==> config.mk <==
export PLATFORM = sky130hd
export DESIGN_NAME = control_sequencer_flat
export DESIGN_NICKNAME = d
export VERILOG_FILES = /design/src/rtl/control_sequencer_if.sv /design/src/rtl/control_sequencer.sv /design/src/flat_wrapper.sv
export SDC_FILE = /design/constraint.sdc
export NUM_CORES = 1
export LEC_CHECK = 0
export BUFFER_PORTS_ARGS = -buffer_cell sky130_fd_sc_hd__buf_2
export CORE_UTILIZATION = 43
export CTS_CLUSTER_DIAMETER = 100
export DETAILED_ROUTE_END_ITERATION = 7
export PLACE_DENSITY = 0.78
export SLEW_MARGIN = 5
export SYNTH_ARGS = -nofsm -noshare
export SYNTH_HDL_FRONTEND = slang
export SYNTH_SLANG_ARGS = --single-unit
==> constraint.sdc <==
create_clock -name clock -period 2.9 [get_ports clock]
set_input_delay 0.58 -clock clock [delete_from_list [all_inputs] [get_ports clock]]
set_output_delay 0.58 -clock clock [all_outputs]
set_load 0.02 [all_outputs]
==> src/rtl/control_sequencer_if.sv <==
// Bus between the control sequencer and its datapath/memory environment.
// The sequencer owns the master side; the datapath side uses slave.
interface control_sequencer_if;
   logic        run;
   logic        mem_rdy;
   logic [31:0] ir;

   logic        PCout;
   logic        incPC;
   logic        MARin;
   logic        read;
   logic        MDRin;
   logic        MDRout;
   logic        IRin;
   logic        Yin;
   logic        Zin;
   logic        ZLowOut;
   logic        ZHighOut;
   logic        HIin;
   logic        LOin;
   logic [15:0] Rin;
   logic [15:0] Rout;
   logic [4:0]  opcode;
   logic        busy;
   logic        done;
   logic        halted;
   logic        illegal;
   logic [15:0] instr_count;

   modport master (
      input  run, mem_rdy, ir,
      output PCout, incPC, MARin, read, MDRin, MDRout, IRin, Yin, Zin, ZLowOut, ZHighOut,
             HIin, LOin, Rin, Rout, opcode, busy, done, halted, illegal, instr_count
   );

   modport slave (
      output run, mem_rdy, ir,
      input  PCout, incPC, MARin, read, MDRin, MDRout, IRin, Yin, Zin, ZLowOut, ZHighOut,
             HIin, LOin, Rin, Rout, opcode, busy, done, halted, illegal, instr_count
   );
endinterface

==> src/rtl/control_sequencer.sv <==
// Hardwired fetch/decode/execute control unit: one state register, strobes decoded
// from the state and the instruction register, plus a retired-instruction counter.
module control_sequencer (
   input  logic                clock,
   input  logic                clear,
   control_sequencer_if.master bus
);

   typedef enum logic [3:0] {
      StIdle, StT0, StT1, StT2, StT3, StT4, StT5, StT6, StHalt
   } state_e;

   localparam logic [4:0] OpNop  = 5'b11010;
   localparam logic [4:0] OpHalt = 5'b11011;

   state_e      state_q, state_d;
   logic [15:0] instr_count_q, instr_count_d;

   logic [4:0]  op;
   logic [15:0] ra_oh, rb_oh, rc_oh;
   logic        is_alu3, is_alu2, is_muldiv, is_nop, is_halt;
   logic        unused_ir;

   logic pc_out, inc_pc, mar_in, rd, mdr_in, mdr_out, ir_in, y_in, z_in;
   logic zlow_out, zhigh_out, hi_in, lo_in, done_int, illegal_int;
   logic [15:0] rin, rout;
   logic [4:0]  opcode_int;
   state_e      after_done;

   assign op        = bus.ir[31:27];
   assign ra_oh     = 16'h0001 << bus.ir[26:23];
   assign rb_oh     = 16'h0001 << bus.ir[22:19];
   assign rc_oh     = 16'h0001 << bus.ir[18:15];
   assign unused_ir = ^bus.ir[14:0];

   assign is_alu3   = (op >= 5'b00011) && (op <= 5'b01011);
   assign is_alu2   = (op == 5'b10001) || (op == 5'b10010);
   assign is_muldiv = (op == 5'b01111) || (op == 5'b10000);
   assign is_nop    = (op == OpNop);
   assign is_halt   = (op == OpHalt);

   assign after_done = bus.run ? StT0 : StIdle;

   always_comb begin
      state_d     = state_q;
      pc_out      = 1'b0;
      inc_pc      = 1'b0;
      mar_in      = 1'b0;
      rd          = 1'b0;
      mdr_in      = 1'b0;
      mdr_out     = 1'b0;
      ir_in       = 1'b0;
      y_in        = 1'b0;
      z_in        = 1'b0;
      zlow_out    = 1'b0;
      zhigh_out   = 1'b0;
      hi_in       = 1'b0;
      lo_in       = 1'b0;
      done_int    = 1'b0;
      illegal_int = 1'b0;
      rin         = '0;
      rout        = '0;
      opcode_int  = OpNop;

      unique case (state_q)
         StIdle: begin
            if (bus.run) state_d = StT0;
         end
         StT0: begin
            pc_out  = 1'b1;
            mar_in  = 1'b1;
            inc_pc  = 1'b1;
            state_d = StT1;
         end
         StT1: begin
            rd = 1'b1;
            if (bus.mem_rdy) begin
               mdr_in  = 1'b1;
               state_d = StT2;
            end
         end
         StT2: begin
            mdr_out = 1'b1;
            ir_in   = 1'b1;
            state_d = StT3;
         end
         StT3: begin
            opcode_int = op;
            if (is_alu3) begin
               rout    = rb_oh;
               y_in    = 1'b1;
               state_d = StT4;
            end else if (is_alu2) begin
               rout    = rb_oh;
               z_in    = 1'b1;
               state_d = StT4;
            end else if (is_muldiv) begin
               rout    = ra_oh;
               y_in    = 1'b1;
               state_d = StT4;
            end else if (is_halt) begin
               state_d = StHalt;
            end else begin
               // NOP and every unassigned opcode retire here
               done_int    = 1'b1;
               illegal_int = !is_nop;
               state_d     = after_done;
            end
         end
         StT4: begin
            opcode_int = op;
            if (is_alu2) begin
               zlow_out = 1'b1;
               rin      = ra_oh;
               done_int = 1'b1;
               state_d  = after_done;
            end else begin
               rout    = is_alu3 ? rc_oh : rb_oh;
               z_in    = 1'b1;
               state_d = StT5;
            end
         end
         StT5: begin
            opcode_int = op;
            zlow_out   = 1'b1;
            if (is_alu3) begin
               rin      = ra_oh;
               done_int = 1'b1;
               state_d  = after_done;
            end else begin
               lo_in   = 1'b1;
               state_d = StT6;
            end
         end
         StT6: begin
            opcode_int = op;
            zhigh_out  = 1'b1;
            hi_in      = 1'b1;
            done_int   = 1'b1;
            state_d    = after_done;
         end
         StHalt: begin
            state_d = StHalt;
         end
         default: begin
            state_d = StIdle;
         end
      endcase
   end

   assign instr_count_d = instr_count_q + {15'd0, done_int};

   always_ff @(posedge clock) begin
      if (!clear) begin
         state_q       <= StIdle;
         instr_count_q <= '0;
      end else begin
         state_q       <= state_d;
         instr_count_q <= instr_count_d;
      end
   end

   // Everything visible is forced quiet while clear is held low
   assign bus.PCout       = clear & pc_out;
   assign bus.incPC       = clear & inc_pc;
   assign bus.MARin       = clear & mar_in;
   assign bus.read        = clear & rd;
   assign bus.MDRin       = clear & mdr_in;
   assign bus.MDRout      = clear & mdr_out;
   assign bus.IRin        = clear & ir_in;
   assign bus.Yin         = clear & y_in;
   assign bus.Zin         = clear & z_in;
   assign bus.ZLowOut     = clear & zlow_out;
   assign bus.ZHighOut    = clear & zhigh_out;
   assign bus.HIin        = clear & hi_in;
   assign bus.LOin        = clear & lo_in;
   assign bus.Rin         = clear ? rin : 16'h0000;
   assign bus.Rout        = clear ? rout : 16'h0000;
   assign bus.opcode      = clear ? opcode_int : OpNop;
   assign bus.done        = clear & done_int;
   assign bus.illegal     = clear & illegal_int;
   assign bus.halted      = clear & (state_q == StHalt);
   assign bus.busy        = clear & (state_q != StIdle) & (state_q != StHalt);
   assign bus.instr_count = instr_count_q;

endmodule

==> src/flat_wrapper.sv <==
// flat-port wrapper written by rule: the top's interface ports become plain ports
module control_sequencer_flat 
  (clock, clear, bus_run, bus_mem_rdy, bus_ir, bus_PCout, bus_incPC, bus_MARin, bus_read, bus_MDRin, bus_MDRout, bus_IRin, bus_Yin, bus_Zin, bus_ZLowOut, bus_ZHighOut, bus_HIin, bus_LOin, bus_Rin, bus_Rout, bus_opcode, bus_busy, bus_done, bus_halted, bus_illegal, bus_instr_count);
  control_sequencer_if bus_i ();
  input  logic clock;
  input  logic clear;
  input wire logic [$bits(bus_i.run)-1:0] bus_run;
  input wire logic [$bits(bus_i.mem_rdy)-1:0] bus_mem_rdy;
  input wire logic [$bits(bus_i.ir)-1:0] bus_ir;
  output wire logic [$bits(bus_i.PCout)-1:0] bus_PCout;
  output wire logic [$bits(bus_i.incPC)-1:0] bus_incPC;
  output wire logic [$bits(bus_i.MARin)-1:0] bus_MARin;
  output wire logic [$bits(bus_i.read)-1:0] bus_read;
  output wire logic [$bits(bus_i.MDRin)-1:0] bus_MDRin;
  output wire logic [$bits(bus_i.MDRout)-1:0] bus_MDRout;
  output wire logic [$bits(bus_i.IRin)-1:0] bus_IRin;
  output wire logic [$bits(bus_i.Yin)-1:0] bus_Yin;
  output wire logic [$bits(bus_i.Zin)-1:0] bus_Zin;
  output wire logic [$bits(bus_i.ZLowOut)-1:0] bus_ZLowOut;
  output wire logic [$bits(bus_i.ZHighOut)-1:0] bus_ZHighOut;
  output wire logic [$bits(bus_i.HIin)-1:0] bus_HIin;
  output wire logic [$bits(bus_i.LOin)-1:0] bus_LOin;
  output wire logic [$bits(bus_i.Rin)-1:0] bus_Rin;
  output wire logic [$bits(bus_i.Rout)-1:0] bus_Rout;
  output wire logic [$bits(bus_i.opcode)-1:0] bus_opcode;
  output wire logic [$bits(bus_i.busy)-1:0] bus_busy;
  output wire logic [$bits(bus_i.done)-1:0] bus_done;
  output wire logic [$bits(bus_i.halted)-1:0] bus_halted;
  output wire logic [$bits(bus_i.illegal)-1:0] bus_illegal;
  output wire logic [$bits(bus_i.instr_count)-1:0] bus_instr_count;
  assign bus_i.run = bus_run;
  assign bus_i.mem_rdy = bus_mem_rdy;
  assign bus_i.ir = bus_ir;
  assign bus_PCout = bus_i.PCout;
  assign bus_incPC = bus_i.incPC;
  assign bus_MARin = bus_i.MARin;
  assign bus_read = bus_i.read;
  assign bus_MDRin = bus_i.MDRin;
  assign bus_MDRout = bus_i.MDRout;
  assign bus_IRin = bus_i.IRin;
  assign bus_Yin = bus_i.Yin;
  assign bus_Zin = bus_i.Zin;
  assign bus_ZLowOut = bus_i.ZLowOut;
  assign bus_ZHighOut = bus_i.ZHighOut;
  assign bus_HIin = bus_i.HIin;
  assign bus_LOin = bus_i.LOin;
  assign bus_Rin = bus_i.Rin;
  assign bus_Rout = bus_i.Rout;
  assign bus_opcode = bus_i.opcode;
  assign bus_busy = bus_i.busy;
  assign bus_done = bus_i.done;
  assign bus_halted = bus_i.halted;
  assign bus_illegal = bus_i.illegal;
  assign bus_instr_count = bus_i.instr_count;
  control_sequencer u_core (.clock(clock), .clear(clear), .bus(bus_i));
endmodule
# Word-level counts from Yosys, hierarchy flattened
# Index checks and enable logic that the tools add are counted.
# op_classes
addsub	1
mul	0
div_mod_pow	0
order_cmp	2
n_eq_ne	17
shift	3
muxes	51
bitwise_logic	14
reduce_logical	8
# op_table
op	n
16-bit 2-to-1 mux	9
16-bit one-hot mux with 2 select lines	2
1-bit by 4-bit << shifter with 16-bit output, first input constant	3
4-bit one-hot mux with 9 select lines	1
4-bit 2-to-1 mux	8
1-bit 2-to-1 mux	26
5-bit == test, second input constant	5
16-bit by 1-bit adder with 16-bit output	1
4-bit by 3-bit == test with 1-bit output, second input constant	4
1-bit AND	14
5-bit 2-to-1 mux	2
4-bit by 2-bit == test with 1-bit output, second input constant	2
5-bit by 4-bit == test with 1-bit output, second input constant	1
5-bit by 2-bit greater-or-equal comparator with 1-bit output, second input constant	1
5-bit by 4-bit <= comparator with 1-bit output, second input constant	1
4-bit by 1-bit == test with 1-bit output, second input constant	1
4-bit == test, second input constant	1
4-bit zero test	1
2-bit != test, second input constant	2
4-bit != test, second input constant	1
1-bit one-hot mux with 2 select lines	2
1-bit one-hot mux with 4 select lines	1
4-bit nonzero test	1
4-bit OR reduction	1
other kinds (4)	5
# totals
reg_bits	20
latchBits	0
ramBits	0
rom_bits	0
inputBits	36
out_inout_bits	70
word_cells	98
n_memories	0

# Depth between registers and ports, before layout
# logic_depth
word_depth	8
ltp_mapped	11
depth_no_buf	9

# Worst setup path before layout
# No wires, ideal clock.
# synth_timing
kind	input -> register
startpoint	input bus_ir[31]
endpoint	register u_core.instr_count_q[12] (netlist: u_core.bus.instr_count[12])
setup_ns	0.072
t_arrival_ns	2.589
required_time_ns	2.828
setup_slack_ns	0.239
path_stages	10
path_buffers	1
path_cell_list	buf_4 > or3b_1 > nor2_1 > o21ai_0 > a31oi_1 > ha_1 > ha_1 > nand3_1 > or3_1 > a21oi_1
# synth_via
elab_chain_cells	7
elab_cells_between_ends	18
cone_classes	1 x add/sub; 2 x order compare; 5 x eq/ne; 7 x mux; 3 x reduce/logical
# synth_rtl
item	line_no	text
start, declared	flat_wrapper.sv:9	input wire logic [$bits(bus_i.ir)-1:0] bus_ir;
5-bit == test, or another cell as far along	control_sequencer.sv:40	assign is_halt = (op == OpHalt);
1-bit 2-to-1 mux / 1-bit logical OR (equally long branches)	control_sequencer.sv:101, control_sequencer.sv:38	
1-bit 2-to-1 mux	control_sequencer.sv:97	end else if (is_muldiv) begin
1-bit 2-to-1 mux	control_sequencer.sv:93	end else if (is_alu2) begin
1-bit 2-to-1 mux	control_sequencer.sv:89	if (is_alu3) begin
1-bit one-hot mux with 4 select lines (*)	control_sequencer.sv:65	unique case (state_q)
16-bit by 1-bit adder with 16-bit output (*)	control_sequencer.sv:151	assign instr_count_d = instr_count_q + {15'd0, done_int};
end signal, assigned	control_sequencer.sv:159	instr_count_q <= instr_count_d;
end, declared	control_sequencer.sv:17	logic [15:0] instr_count_q, instr_count_d;
# Every way passes the cells marked *; elsewhere a longest branch is shown, timed or not.
# A chain may end at the register's enable or synchronous reset.

# Final worst setup path
# layout_timing
startpoint	input bus_ir[29]
endpoint	output bus_Rout[0]
# layout_via
elab_chain_cells	7
elab_cells_between_ends	16
cone_classes	2 x order compare; 4 x eq/ne; 7 x mux; 3 x reduce/logical
# layout_rtl
item	line_no	text
parallel branches: the longest is 5 deep, another holds 5-bit by 2-bit greater-or-equal comparator with 1-bit output	n/a	
16-bit one-hot mux with 2 select lines (*)	control_sequencer.sv:65	
16-bit 2-to-1 mux (*)	control_sequencer.sv:178	assign bus.Rout = clear ? rout : 16'h0000;
end, declared	flat_wrapper.sv:24	output wire logic [$bits(bus_i.Rout)-1:0] bus_Rout;
# Every way passes the cells marked *.

==> impl_metrics.tcl <==
set metrics [dict create \
    ys.flop_type "dfxtp_1" \
    nets 462 \
    setup_viol 0 \
    end_kind "output port" \
    synth.most_common_cell "nor2_1" \
    row_count 26 \
    routed_via_density 6.000 \
    slew_violations 0 \
    cts_made_buffers 3 \
    ioPinCount 106 \
    clock.fmax_mhz 359.4 \
    tightest_slew_ns 0.5738 \
    crit_type "in2out" \
    drt_wl_total_um 7230 \
    ant_nets 0 \
    ctsHoldBuffers 0 \
    clock_sinks 20 \
    portBuffers 90 \
    cp.required_ns 2.32 \
    cp_cell_sequence "buf_2, or4b_4, o32ai_4, nand3_2, o211ai_1, buf_2" \
    clock_skew_ns 0.005036 \
    finalCritPeriodShare 0.9595 \
    yosys-top-cells-count "nor2_1 (44), nand2_1 (22), dfxtp_1 (20)" \
    relSlewSlack 0.6167 \
    grt-ovfl-total 0 \
    synth_edf_count 0 \
    final_core_util 0.5714 \
    synth_nets 379 \
    dieHeight_um 76.43 \
    p_leak_nw 1.406 \
    synth-async-reset-ratio 0 \
    clock-root-buffer "clkbuf_8" \
    crit_family "simple AND/OR/NAND/NOR gates" \
    worst_path_max_delay_cell "or4b_4" \
    cts_tree "yes" \
    hp-class "reg2reg" \
    dp_hpwl_um 5590 \
    n_antenna_cell 0 \
    power.density_nw_per_um2 301.9 \
    startpoint "bus_ir[29]" \
    vias 2952 \
    hold_ws_ns 0.4928 \
    grt_pass1_vias 2528 \
    rsz0062_at_grt "no" \
    grt_max_degree 31 \
    status "finished, final reports clean" \
    routabilityCongestion 0.8688 \
    n_fill_cell 528 \
    maxCapViolations 0 \
    total_power_mw 0.8978 \
    synthDominantCellAreaShare 0.1681 \
    coreArea_um2 5205 \
    grt_pass1_wl_um 11670 \
    critical-path-max-stage-delay_ns 0.58 \
    arrival_ns 2.20 \
    antenna_found_initial 0 \
    peakVddDrop_v 0.0001540 \
    drc 0 \
    post-route-min-period_ns 2.783 \
    path_common_cell "buf_2" \
    crit_fanout 10 \
    mappedNetlistArea_um2 2382 \
    drive_above_1_share 0.3057 \
    ctsHtreeMaxLevel 1 \
    syn_inst 340 \
    ys_ff_latch 20 \
    die_x_um 76.43 \
    ys_top_cells_by_area "dfxtp_1 (17%), nor2_1 (6.9%), o211a_1 (5.9%)" \
    drt_iter0_drc 238 \
    clk_pin_slew_worst_paths_ns 0.08 \
    dr.pass1.iters 5 \
    die-area_um2 5842 \
    synth_area_per_cell_um2 7.007 \
    clock_path_buffers 2 \
    crit_buf_inv 2 \
    yosysTopAreaCell "dfxtp_1" \
    track_usage 0.2365 \
    yosys_warnings 0 \
    synth.distinct_cells 61 \
    timing.rr.start "u_core.state_q[0]$_SDFFE_PN0P_" \
    finalHoldViolCount 0 \
    hp-start "u_core.bus.instr_count[15]$_SDFF_PN0_" \
    yosysSeqAreaShare 0.1681 \
    startpoint_type "input port" \
    fin_setup_tns_ns 0 \
    insertion_delay_ns 0.26 \
    start_util 0.4577 \
    wire_per_inst_um 14.70 \
    synthToLayoutAreaGrowth_pct 24.84 \
]
==> per-layer routing <==
| metal | vias up | GRT usage | routed length, um |
|---|---|---|---|
| met5 | - | 0 | 0 |
| met4 | 0 | 0.07115 | 141 |
| met3 | 14 | 0.01796 | 531 |
| met2 | 150 | 0.4018 | 3354 |
| met1 | 1344 | 0.3163 | 3203 |
| li1 | 1444 | - | - |
==> sequential cells by signal, summed over array words and instances (netlist names) <==
| register | count |
|---|---|
| u_core.bus.instr_count | 16 |
| u_core.state_q | 4 |
==> report_power, final <==
group	internal [mW]	switching [mW]	total (mW)
Clock	0.121	0.0945	0.215
Combinational	0.123	0.238	0.360
Sequential	0.288	0.0341	0.322
==> area by class of cell <==
class | count | area, um^2 | share of cell area
Clock buffer | 4 | 55.05 | 0.01851
Inverter | 7 | 26.28 | 0.008835
Multi-Input combinational cell | 284 | 1814 | 0.6100
Sequential cell | 20 | 400.4 | 0.1346
Tap cell | 70 | 87.58 | 0.02945
Timing Repair Buffer | 107 | 590.6 | 0.1986
==> through the flow <==
stage / instances / area [um^2] / setup slack (ns)
floorplan: 340 / 2382 / 0.2391
global placement: 487 / 2910 / 0.1438
detailed placement: 487 / 2910 / 0.05746
CTS: 491 / 2965 / 0.1128
global route: 492 / 2974 / 0.01399
finish: 492 / 2974 / 0.1173
==> final timing paths <==
kind,slack [ns],endpoint,depth (start not counted)
setup / recovery,0.12,bus_Rout[0],6
hold / removal,0.49,u_core.bus.instr_count[15]$_SDFF_PN0_,2
setup reg to reg,0.43,u_core.bus.instr_count[15]$_SDFF_PN0_,8
hold reg to reg,0.49,u_core.bus.instr_count[15]$_SDFF_PN0_,2
==> kinds of logic (layout without fill, tap and decap cells) <==
group | Yosys count | count (layout) | synth area share
simple gates | 179 | 179 | 0.4249
compound gates | 94 | 94 | 0.2857
buf+inv | 36 | 118 | 0.07301
flops | 20 | 20 | 0.1681
xor+xnor | 8 | 8 | 0.03257
fa+ha+maj | 3 | 3 | 0.01576
==> what timing repair did <==
item | 4_1_cts | 5_1_grt
buffers inserted | 0 | 1
setup endpoints to repair | 0 | 3
hold endpoints to repair | 0 | 0
resized for setup | 0 | 1
==> layout by cell type (no fill, tap or decap), drive strengths merged, types with 3 or more instances in the layout <==
| cell | count |
|---|---|
| a2111oi | 3 |
| or3b | 3 |
| o21ai | 28 |
| a21o | 3 |
| a31oi | 4 |
| dfxtp | 20 |
| xor2 | 6 |
| or2 | 3 |
| inv | 6 |
| nor4 | 19 |
| nor2 | 45 |
| o221ai | 7 |
| o211ai | 9 |
| nand2 | 22 |
| a21oi | 16 |
| o211a | 15 |
| nand3 | 17 |
| and3 | 4 |
| nand3b | 4 |
| or4 | 3 |
| nand4b | 4 |
| ha | 3 |
| nand2b | 12 |
| nor3 | 5 |
| and2 | 8 |
| nand4 | 14 |
| or3 | 5 |
| nor2b | 5 |
| buf | 107 |
| clkbuf | 4 |
==> worst register-to-register path: cells and delay by family, from the launching register on <==
family / cells / cell delay (ns)
AOI/OAI and AO/OA: 3 / 0.43
and+or+nand+nor: 4 / 1.31
adders and majority gates: 1 / 0.28
DFF: 1 / 0.41
Note: power is estimated with default switching activity, not from simulation.
